### src/rtl/text_buffer_ctrl.sv
// Character-buffer controller: turns accepted ASCII keys into character-RAM writes
// over a COLS x ROWS buffer with row wrap, top-row-offset scrolling and space fill.
module text_buffer_ctrl #(
    parameter int COLS   = 16,
    parameter int ROWS   = 4,
    parameter int COL_W  = 4,
    parameter int ROW_W  = 2,
    parameter int ADDR_W = 6,
    parameter bit SCROLL = 1'b1
) (
    input  logic              clk,
    input  logic              reset,
    input  logic              key_valid_i,
    input  logic [7:0]        key_code_i,
    output logic              key_ready_o,
    output logic              ram_we_o,
    output logic [ADDR_W-1:0] ram_addr_o,
    output logic [7:0]        ram_wdata_o,
    output logic [ROW_W-1:0]  cursor_row_o,
    output logic [COL_W-1:0]  cursor_col_o,
    output logic [ROW_W-1:0]  top_row_o
);

    localparam int               CNT_W    = ADDR_W + 1;
    localparam logic [CNT_W-1:0] TOTAL    = CNT_W'(COLS * ROWS);
    localparam logic [CNT_W-1:0] COLS_CNT = CNT_W'(COLS);
    localparam logic [ROW_W-1:0] LAST_ROW = ROW_W'(ROWS - 1);
    localparam logic [COL_W-1:0] LAST_COL = COL_W'(COLS - 1);
    localparam logic [ROW_W:0]   ROWS_EXT = (ROW_W + 1)'(ROWS);
    localparam logic [7:0]       SPACE    = 8'h20;

    typedef enum logic [1:0] {CLR_ALL, IDLE, WRITE, LINE_CLR} state_t;

    state_t           state_q, state_d;
    logic [CNT_W-1:0] cnt_q, cnt_d;
    logic [ROW_W-1:0] cursorRow_q, cursorRow_d;
    logic [COL_W-1:0] cursorCol_q, cursorCol_d;
    logic [ROW_W-1:0] topRow_q, topRow_d;
    logic             ramWe_q, ramWe_d;
    logic [ADDR_W-1:0] ramAddr_q, ramAddr_d;
    logic [7:0]       ramWdata_q, ramWdata_d;

    logic [ROW_W:0]   rowDiff;
    logic [ROW_W-1:0] logicalRow;
    logic [ROW_W-1:0] advRow, advTop;

    // Row arithmetic is done explicitly mod ROWS so non-power-of-two row counts work.
    function automatic logic [ROW_W-1:0] incRow(input logic [ROW_W-1:0] r);
        return (r == LAST_ROW) ? '0 : r + 1'b1;
    endfunction

    function automatic logic [ROW_W-1:0] decRow(input logic [ROW_W-1:0] r);
        return (r == '0) ? LAST_ROW : r - 1'b1;
    endfunction

    function automatic logic [ADDR_W-1:0] addrOf(input logic [ROW_W-1:0] row,
                                                 input logic [COL_W-1:0] col);
        return ADDR_W'(row) * ADDR_W'(COLS) + ADDR_W'(col);
    endfunction

    // Logical row relative to the display top and the row the cursor would move to on advance.
    always_comb begin
        rowDiff = {1'b0, cursorRow_q} + ROWS_EXT - {1'b0, topRow_q};
        if (rowDiff >= ROWS_EXT) begin
            logicalRow = ROW_W'(rowDiff - ROWS_EXT);
        end else begin
            logicalRow = ROW_W'(rowDiff);
        end
        advRow = incRow(cursorRow_q);
        advTop = topRow_q;
        if (logicalRow == LAST_ROW) begin
            advRow = topRow_q;
            if (SCROLL) begin
                advTop = incRow(topRow_q);
            end
        end
    end

    always_comb begin
        state_d     = state_q;
        cnt_d       = cnt_q;
        cursorRow_d = cursorRow_q;
        cursorCol_d = cursorCol_q;
        topRow_d    = topRow_q;
        ramWe_d     = 1'b0;
        ramAddr_d   = ramAddr_q;
        ramWdata_d  = ramWdata_q;

        case (state_q)
            CLR_ALL: begin
                if (cnt_q < TOTAL) begin
                    ramWe_d    = 1'b1;
                    ramAddr_d  = ADDR_W'(cnt_q);
                    ramWdata_d = SPACE;
                    cnt_d      = cnt_q + 1'b1;
                end else begin
                    state_d     = IDLE;
                    cnt_d       = '0;
                    cursorRow_d = '0;
                    cursorCol_d = '0;
                    topRow_d    = '0;
                end
            end
            IDLE: begin
                if (key_valid_i) begin
                    if (key_code_i >= 8'h20 && key_code_i <= 8'h7E) begin
                        ramWe_d    = 1'b1;
                        ramAddr_d  = addrOf(cursorRow_q, cursorCol_q);
                        ramWdata_d = key_code_i;
                        if (cursorCol_q == LAST_COL) begin
                            cursorCol_d = '0;
                            cursorRow_d = advRow;
                            topRow_d    = advTop;
                            cnt_d       = '0;
                            state_d     = LINE_CLR;
                        end else begin
                            cursorCol_d = cursorCol_q + 1'b1;
                            state_d     = WRITE;
                        end
                    end else if (key_code_i == 8'h08) begin
                        // Backspace never crosses above the displayed top row.
                        if (cursorCol_q != '0) begin
                            cursorCol_d = cursorCol_q - 1'b1;
                            ramWe_d     = 1'b1;
                            ramAddr_d   = addrOf(cursorRow_q, cursorCol_q - 1'b1);
                            ramWdata_d  = SPACE;
                            state_d     = WRITE;
                        end else if (logicalRow != '0) begin
                            cursorRow_d = decRow(cursorRow_q);
                            cursorCol_d = LAST_COL;
                            ramWe_d     = 1'b1;
                            ramAddr_d   = addrOf(decRow(cursorRow_q), LAST_COL);
                            ramWdata_d  = SPACE;
                            state_d     = WRITE;
                        end
                    end else if (key_code_i == 8'h0D) begin
                        // Enter issues the first space of the new line in the same cycle.
                        cursorCol_d = '0;
                        cursorRow_d = advRow;
                        topRow_d    = advTop;
                        ramWe_d     = 1'b1;
                        ramAddr_d   = addrOf(advRow, '0);
                        ramWdata_d  = SPACE;
                        cnt_d       = CNT_W'(1);
                        state_d     = LINE_CLR;
                    end else if (key_code_i == 8'h0C) begin
                        cnt_d   = '0;
                        state_d = CLR_ALL;
                    end
                end
            end
            WRITE: begin
                state_d = IDLE;
            end
            LINE_CLR: begin
                if (cnt_q < COLS_CNT) begin
                    ramWe_d    = 1'b1;
                    ramAddr_d  = addrOf(cursorRow_q, COL_W'(cnt_q));
                    ramWdata_d = SPACE;
                    cnt_d      = cnt_q + 1'b1;
                end else begin
                    cnt_d   = '0;
                    state_d = IDLE;
                end
            end
            default: begin
                state_d = IDLE;
            end
        endcase
    end

    always_ff @(posedge clk or negedge reset) begin
        if (!reset) begin
            state_q     <= CLR_ALL;
            cnt_q       <= '0;
            cursorRow_q <= '0;
            cursorCol_q <= '0;
            topRow_q    <= '0;
            ramWe_q     <= 1'b0;
            ramAddr_q   <= '0;
            ramWdata_q  <= SPACE;
        end else begin
            state_q     <= state_d;
            cnt_q       <= cnt_d;
            cursorRow_q <= cursorRow_d;
            cursorCol_q <= cursorCol_d;
            topRow_q    <= topRow_d;
            ramWe_q     <= ramWe_d;
            ramAddr_q   <= ramAddr_d;
            ramWdata_q  <= ramWdata_d;
        end
    end

    assign key_ready_o  = (state_q == IDLE);
    assign ram_we_o     = ramWe_q;
    assign ram_addr_o   = ramAddr_q;
    assign ram_wdata_o  = ramWdata_q;
    assign cursor_row_o = cursorRow_q;
    assign cursor_col_o = cursorCol_q;
    assign top_row_o    = topRow_q;

endmodule

### config.mk
export PLATFORM = sky130hd
export DESIGN_NAME = text_buffer_ctrl
export DESIGN_NICKNAME = d
export VERILOG_FILES = /design/src/rtl/text_buffer_ctrl.sv
export SDC_FILE = /design/constraint.sdc
export NUM_CORES = 1
export LEC_CHECK = 0
export ABC_AREA = 1
export CAP_MARGIN = 20
export CORE_MARGIN = 1
export CORE_UTILIZATION = 45
export CTS_CLUSTER_SIZE = 40
export DETAILED_ROUTE_END_ITERATION = 7
export PLACE_DENSITY = 0.71
export SYNTH_ARGS = -nofsm -noshare
export SYNTH_HDL_FRONTEND = slang
export SYNTH_SLANG_ARGS = --single-unit
### constraint.sdc
create_clock -name clk -period 1.92 [get_ports clk]
set_input_delay 0.288 -clock clk [delete_from_list [all_inputs] [get_ports clk]]
set_output_delay 0.288 -clock clk [all_outputs]
set_load 0.03 [all_outputs]
# == After elaboration in Yosys (flattened, before gate mapping) ==
# Index checks and enable logic that the tools add are counted.
# totals
reg_bits,32
inputBits,11
wordCells,140
# classes
add_sub_neg,13
n_lt_le_gt_ge,5
eq_ne,24
mux,77
n_reduce_logical,13
# ops
op,n
8-bit 2-to-1 mux,8
2-bit 2-to-1 mux,28
7-bit 2-to-1 mux,8
6-bit 2-to-1 mux,8
4-bit 2-to-1 mux,8
8-bit by 4-bit == test with 1-bit output (second input constant),3
8-bit case mux with 3 select lines,1
7-bit case mux with 3 select lines,1
6-bit by 4-bit adder with 6-bit output,3
6-bit case mux with 3 select lines,1
5-bit AND reduction,3
6-bit AND reduction,2
2-bit == test (second input constant),5
2-bit inequality test (second input constant),5
1-bit 2-to-1 mux,9
8-bit by 6-bit greater-or-equal comparator with 1-bit output (second input constant),1
8-bit by 7-bit <= comparator with 1-bit output (second input constant),1
4-bit by 1-bit inequality test with 1-bit output (second input constant),2
2-bit case mux with 2 select lines,2
2-bit case mux with 4 select lines,1
4-bit case mux with 2 select lines,1
7-bit by 1-bit adder with 7-bit output (second input constant),1
7-bit by 5-bit less-than comparator with 1-bit output (second input constant),1
7-bit less-than comparator (second input constant),1
other kinds (24),28

# == Depth between registers and ports, before layout ==
# logic_depth
word_depth,11
ltp_mapped,13
mapped_depth_nobuf,13

# == Least setup slack after synthesis ==
# No wires, ideal clock.
# synth_timing
path_type,register to register
start,reg cursorCol_q[0] (netlist: cursor_col_o[0])
end,reg ramWdata_q[6] (netlist: ram_wdata_o[6])
setup_ns,0.074
arrival_ns,1.809
required_time_ns,1.846
path_slack_ns,0.038
path_stages_with_launch,12
n_path_buf,1
synth_period_minus_slack_ns,1.882
path_cell_list,dfrtp_1 > inv_1 > ha_1 > nand3_2 > inv_2 > nand3_1 > o21ai_1 > nand2_2 > nand2_2 > buf_6 > nand2_1 > o21ai_2
# synth_via
elab_chain_cells,6
word_cells_on_any_way,8
classes_between,eq/ne: 1; mux: 5; reduce/logical: 2
# synth_lines
element,line,rtl
"start, declared",37,"logic [COL_W-1:0] cursorCol_q, cursorCol_d;"
"start signal, assigned",186,cursorCol_q <= cursorCol_d;
4-bit nonzero test (*),122,if (cursorCol_q != '0) begin
8-bit 2-to-1 mux,122,
8-bit 2-to-1 mux,120,end else if (key_code_i == 8'h08) begin
8-bit 2-to-1 mux,106,if (key_code_i >= 8'h20 && key_code_i <= 8'h7E) begin
8-bit 2-to-1 mux,105,if (key_valid_i) begin
8-bit case mux with 3 select lines,89,case (state_q)
"end signal, assigned",190,ramWdata_q <= ramWdata_d;
"end, declared",41,"logic [7:0] ramWdata_q, ramWdata_d;"
# Every way passes the cells marked *; elsewhere a longest branch is shown, timed or not. The select of a mux whose other input is x is not followed.
# A chain may end at the register's enable or synchronous reset.

# == Worst setup path in the final report ==
# layout_timing
start,reg cursorCol_q[0] (netlist: cursor_col_o[0])
end,reg ramAddr_q[2] (netlist: ram_addr_o[2])
# layout_via
elab_chain_cells,7
word_cells_on_any_way,11
classes_between,add/sub: 3; eq/ne: 1; mux: 5; reduce/logical: 2
# layout_lines
element,line,rtl
4-bit by 1-bit subtractor with 4-bit output,125,"ramAddr_d = addrOf(cursorRow_q, cursorCol_q - 1'b1);"
6-bit by 4-bit adder with 6-bit output,58,return ADDR_W'(row) * ADDR_W'(COLS) + ADDR_W'(col);
6-bit 2-to-1 mux,122,
6-bit 2-to-1 mux,120,
6-bit 2-to-1 mux,106,
6-bit 2-to-1 mux,105,
6-bit case mux with 3 select lines,89,
"end signal, assigned",189,ramAddr_q <= ramAddr_d;
"end, declared",40,"logic [ADDR_W-1:0] ramAddr_q, ramAddr_d;"
# Several ways; a longest one is shown, not always the timed one. The select of a mux whose other input is x is not followed.

==> metrics.csv <==
metric,value,unit
status,finished clean,
crit path cell chain,inv_1 -> ha_2 -> nand3_2 -> inv_2 -> nand3_1 -> o21ai_2 -> nand2_2 -> nand2_4 -> clkbuf_16 -> nand2_1 -> nand2_1,
GRT overflow,0,
flop2flop setup slack,70,ps
worst skew pair latency,290,ps
Fin. Hold Viols,0,
Most common cell on crit path,nand2_1,
die area,5652,um^2
core area,5140,um^2
setup tns final,0,ps
Slew Limit Headroom,68.65,%
Setup Skew,5.651,ps
worst slew pin tran,467.6,ps
Critical Path Slowest Stage Cell,dfrtp_1,
ys flop type,dfrtp_1,
Yosys warning count,0,
max_cap viols,0,
"slowest stage delay, CP",410,ps
routed wire length,6187,um
"critical path fanouts, max",10,
Final Non-Filler Cells,485,
drt initial violations,173,
Place WS,-125.0,ps
Vias,2481,
H-tree levels,2,
Reg2Reg Depth,11,
first-pass GRT wire length,9570,um
DRC viols,0,
Clock Sink Count,32,
Internal Power,2.626,mW
net switching power,2.595,mW
Setup crit start,cursor_col_o[0],
antenna-violating nets left,0,
asr flop ratio synth,100.0,%
Yosys cell types,35,
Syn-to-layout area delta,31.41,%
clock power share,12.7,%
Tot Pwr,5.221,mW
Ports,35,
fraction of layout cells with a size suffix above 1,20.48,%
Setup CP Type,reg2reg,
register area share after synthesis,33.28,%
final count of negative-setup-slack endpoints,0,
"EDFF count, synth",0,
Starting Density,46.88,%
cell count after placement,473,
CTS tree,built,
min-delay worst type,in2async,
leakage power,1.599,nW
placer's final routability congestion estimate,0.9288,
root buffer cell,clkbuf_8,
Sequential Power Share,21.5,%
Worst R2R End,ram_addr_o[2],
via/cell ratio,5.115,
max-slew violations,0,
shortest period the worst path allows,1849,ps
mapped cell area,2410,um^2
endpoint type of the worst setup path,flip-flop,
CP Data Required Time,2150,ps
total CTS buffers,5,
initial antenna violation count,0,
type of origin of the critical path,flip-flop,
Clock Tree Buf Depth,2,
DRT Pass-1 Iters,4,
Cell Pwr Density,1649,nW/um^2
post-DR wirelength/cell,12.76,um
Final Cycle Share,96.29,%
crit path DAT,2070,ps
worst vdd ir,0.0009868,V
Mean Syn Cell Area,6.846,um^2
Comb power frac,65.8,%
die width,75.18,um
nets,433,
sw frac,49.70,%
largest net degree at the start of global routing,33,
row count,26,
GRT Total Usage,22.45,%
Clock Pin Slew Worst Setup and Hold Paths,70,ps
vias in the first global route,2105,
ant diodes,0,
Die Y,75.18,um
fmax,0.5409,GHz
Mapped Cells,352,
port bufs,34,
Mapped Nets,371,
setup ws final,71.31,ps
Setup crit end,ram_addr_o[2],
Reg-to-Reg Start,cursor_col_o[0],
dpl hpwl,4566,um
post-synthesis register bit count,32,
[cell families (layout without fill, tap and decap cells)]
logic type	after synthesis	count (layout)	synth area share [%]
compound gates	38	38	9.813
buf+inv	50	113	9.345
fa+ha+maj	8	8	4.154
flops	32	32	33.28
xor+xnor	4	4	1.454
simple gates	220	220	41.95
[layout make-up]
class	instances	area (um^2)
fill	505	1973
sequential	32	802.0
timing repair buffer	63	598.1
multi-input combinational	270	1404
inverter	42	163.9
clock inverter	3	42.54
clock buffer	5	68.82
tap	70	87.58
[power groups by stage]
stage | Sequential, mW | Clock (mW) | Combinational [mW]
after floorplan | 1.48 | 0 | 1.87
after global placement | 1.13 | 0 | 3.21
after detailed placement | 1.13 | 0 | 3.25
after CTS | 1.12 | 0.676 | 3.27
after global routing | 1.16 | 0.696 | 3.77
final | 1.12 | 0.661 | 3.44
[synth_stat cells (2+ instances only)]
master	instances	area [um^2]
a21oi_1	2	10.01
buf_4	2	15.01
buf_6	3	33.78
dfrtp_1	31	775.7
ha_1	8	100.1
inv_1	35	131.4
inv_2	4	15.01
inv_4	2	12.51
nand2_1	121	454.2
nand2_2	10	62.56
nand3_1	38	190.2
nand3_2	2	20.02
nand3b_1	3	22.52
nand4_1	7	43.79
nor2_1	23	86.33
nor2_2	5	31.28
nor2_4	2	22.52
nor3_1	4	20.02
nor3_2	2	20.02
o211ai_1	3	22.52
o21ai_0	16	80.08
o21ai_1	5	25.02
o21ai_2	8	70.07
o31ai_1	3	22.52
xnor2_1	2	17.52
xor2_1	2	17.52
[through the flow]
step	cell area [um^2]	hold WS (ps)	utilization [%]
floorplan	2410	-7.591	-
finish	3167	404.5	61.61
CTS	3098	420.9	60.27
global placement	2987	463.4	58.11
detailed placement	2987	469.4	58.11
global route	3167	462.2	61.61
[how the worst min path moves through the flow]
stage | from | to | slack [ps] | cells after the start
2_1_floorplan | reset | cnt_q[0] | -8 | 0
3_3_place_gp | ram_wdata_o[5] | ram_wdata_o[5] | 460 | 2
3_5_place_dp | ram_wdata_o[5] | ram_wdata_o[5] | 470 | 2
4_1_cts | reset | top_row_o[1] | 420 | 2
5_1_grt | reset | ram_wdata_o[1] | 460 | 2
6_report | reset | ram_wdata_o[0] | 400 | 2
[per-layer routing]
layer  vias up  track usage, %  wire, um
met3         5           3.748       280
met4         0           5.967        43
met5         -               0         0
met2        67           37.04      2987
met1      1155           30.60      2876
li1       1254               -         -
[timing repair]
| item | 4_1_cts | 5_1_grt |
|---|---|---|
| hold buffers | 0 | 0 |
| endpoints found under the setup margin | 0 | 24 |
| buffers inserted | 0 | 3 |
| resized for setup | 0 | 8 |
[flip-flops by register name, summed over array words and instances, names as in the netlist]
name	flops
cursor_row_o	2
ram_addr_o	6
state_q	2
cnt_q	7
ram_wdata_o	8
ram_we_o	1
cursor_col_o	4
top_row_o	2
[critical path, delay by kind of cell (launching register included)]
family          cells  cell delay [ps]
simple gates        6              610
compound gates      1              190
flops               1              410
buf+inv             3              380
fa+ha+maj           1              200
[cell usage in the layout (no fill, tap or decap), types with 7 or more instances in the layout]
master / synthesis / routed
buf_4: 2 / 27
clkdlybuf4s50_1: 0 / 33
dfrtp_1: 31 / 31
inv_1: 35 / 34
nand2_1: 121 / 120
nand2_2: 10 / 10
nand3_1: 38 / 38
nand4_1: 7 / 7
nor2_1: 23 / 21
nor2_2: 5 / 7
o21ai_0: 16 / 16
o21ai_2: 8 / 9
No activity file was read; power rests on OpenSTA's default activity.
==> RTL edit, RTL diff (same settings) <==
Register the input `key_code_i` before use, without a reset. The logic sees it one clock later. The other inputs are not delayed to match.
--- a/src/rtl/text_buffer_ctrl.sv
+++ b/src/rtl/text_buffer_ctrl.sv
@@ -31,6 +31,12 @@
 
     typedef enum logic [1:0] {CLR_ALL, IDLE, WRITE, LINE_CLR} state_t;
 
+    logic [7:0] key_code_q;
+
+    always_ff @(posedge clk) begin
+        key_code_q <= key_code_i;
+    end
+
     state_t           state_q, state_d;
     logic [CNT_W-1:0] cnt_q, cnt_d;
     logic [ROW_W-1:0] cursorRow_q, cursorRow_d;
@@ -103,10 +109,10 @@
             end
             IDLE: begin
                 if (key_valid_i) begin
-                    if (key_code_i >= 8'h20 && key_code_i <= 8'h7E) begin
+                    if (key_code_q >= 8'h20 && key_code_q <= 8'h7E) begin
                         ramWe_d    = 1'b1;
                         ramAddr_d  = addrOf(cursorRow_q, cursorCol_q);
-                        ramWdata_d = key_code_i;
+                        ramWdata_d = key_code_q;
                         if (cursorCol_q == LAST_COL) begin
                             cursorCol_d = '0;
                             cursorRow_d = advRow;
@@ -117,7 +123,7 @@
                             cursorCol_d = cursorCol_q + 1'b1;
                             state_d     = WRITE;
                         end
-                    end else if (key_code_i == 8'h08) begin
+                    end else if (key_code_q == 8'h08) begin
                         // Backspace never crosses above the displayed top row.
                         if (cursorCol_q != '0) begin
                             cursorCol_d = cursorCol_q - 1'b1;
@@ -133,7 +139,7 @@
                             ramWdata_d  = SPACE;
                             state_d     = WRITE;
                         end
-                    end else if (key_code_i == 8'h0D) begin
+                    end else if (key_code_q == 8'h0D) begin
                         // Enter issues the first space of the new line in the same cycle.
                         cursorCol_d = '0;
                         cursorRow_d = advRow;
@@ -143,7 +149,7 @@
                         ramWdata_d  = SPACE;
                         cnt_d       = CNT_W'(1);
                         state_d     = LINE_CLR;
-                    end else if (key_code_i == 8'h0C) begin
+                    end else if (key_code_q == 8'h0C) begin
                         cnt_d   = '0;
                         state_d = CLR_ALL;
                     end
Formal check against the unedited RTL: no difference found for any inputs over 10 cycles, from zero or initial values and one cycle with reset low; that may be too few to reach the edited logic, so the function may still have changed.
==> RTL edit against the unedited design <==
Sequential share of layout area grew 6.8 points. Register-to-register slack gained 70 ps. Power shrank 6.8%. Sequential cell count grew 8. Fmax grew 1.9%. Area after synthesis grew 1.5%. Synthesized cell count shrank 2.0%. Die area grew 1.5%. Routed wire length shrank 2.2%. Setup slack gained 35 ps. Design area shrank 5.2%. Highest routed layer unchanged.
==> RTL edit: results (changes against the unedited design) <==
STATUS='finished, final reports clean'
R2R_SLACK_PS=140  # +70 ps
INVERTERS_EXCL_CLOCK=38  # -9.5%
NUMBER_OF_MULTI_INPUT_COMBINATIONAL_CELLS=259  # -4.1%
CELL_TYPES_WITH_THE_LARGEST_AREA_SHARE_AFTER_SYNTHESIS='dfrtp_1 (32%), nand2_1 (18%), dfxtp_1 (6.5%)'
CRIT_SLOWEST_CELL='clkdlybuf4s50_1'
SYN_NETS=364  # -1.9%
DP_WORST_SETUP_SLACK_PS=37.5  # +163 ps
SYNTH_COMPOUND_GATE_AREA_SHARE=0.0885  # -0.00964
SYNTHDISTINCTLIBCELLS=31  # -11%
PLACED_CELL_AREA_MM2=0.00290  # -2.8%
DETAIL_ROUTE.FIRST_PASS.ITERATIONS=5  # +1
CRITPATHMAXFANOUT=8  # -2
DP_HPWL_UM=4550  # -0.30%
YOSYS.AREA_SHARE.XOR_XNOR=0.00716  # -0.00738
TIMING.CRITICAL_PATH.ARRIVAL_PS=1530  # -540 ps
POWERSEQ_mW=1.32  # +18%
SIGNAL_BUFFERS=48  # -24%
FINAL_LAYOUT_SIZE_SUFFIX_GT1_FRAC=0.132  # -0.0725
INTPOWER_mW=2.44  # -7.0%
POWER.SWITCHING_FRACTION=0.498  # +0.00146
DESIGN.FINAL.NETS=411  # -5.1%
DR.FIRST_ITER.DRC_COUNT=170  # -1.7%
SYNTH_FA_HA_AREA_FRAC=0.0409  # -0.000616
POWER.STATIC_LEAKAGE_nW=1.48  # -7.3%
CLKBUF_COUNT=6  # +1
FRACTION_OF_AREA_IN_MULTI_INPUT_GATES=0.426  # -0.0175
FIRST_PASS_GRT_WIRE_LENGTH_UM=9850  # +2.9%
WORST_SLEW_MARGIN_REL=0.721  # +0.0346
CLK_SHARE=0.0283  # -0.00683
YS_SEQ_AREA_FRAC=0.393  # +0.0605
PATH_CLK_SLEW_PS=90  # +20 ps
GRT_PASS1_VIAS=2177  # +3.4%
R2R_END='ram_addr_o[3]'
SETUP.WORST_PATH.END='cursor_col_o[2]'
WORST_STAGE_DELAY_ON_THE_CRITICAL_PATH_PS=730  # +320 ps
ASYNC_RESET_FF_FRAC=0.800  # -0.200
P_CLK_FRAC=0.116  # -0.011
GRT_USAGE=0.232  # +0.00769
MAXCLOCKFREQUENCY_MHz=551  # +1.9%
DRT-VIAS-PER-INSTANCE=5.16  # +0.91%
DRT_WL_TOTAL_UM=6050  # -2.2%
RR_WORST_DEPTH=10  # -1
WORST_IR_DROP_VDD_mV=0.610  # -38%
[RTL edit: worst min-delay path by stage]
| stage | startpoint | slack, ps | to | cells past startpoint |
|---|---|---|---|---|
| 2_1_floorplan | reset | -8 | cnt_q[0] | 0 |
| 3_3_place_gp | ram_wdata_o[5] | 460 | ram_wdata_o[5] | 2 |
| 3_5_place_dp | key_code_q[3] | 470 | ram_wdata_o[3] | 2 |
| 4_1_cts | reset | 400 | cursor_col_o[1] | 2 |
| 5_1_grt | reset | 420 | cursor_col_o[1] | 2 |
| 6_report | reset | 380 | cursor_col_o[1] | 2 |
[RTL edit: per-layer routing]
metal	GRT usage	part of all wire	vias up	wire (µm)
li1	-	-	1199	-
met1	0.310	0.47	1114	2870
met2	0.377	0.47	66	2850
met3	0.0437	0.041	11	245
met4	0.0844	0.015	0	91
met5	0	0	-	0
[RTL edit: stage by stage]
step	cells	TNS, ps
after floorplan	345	0
after global routing	463	-1.44
after global placement	454	0
final	463	0
after detailed placement	454	0
after CTS	462	0
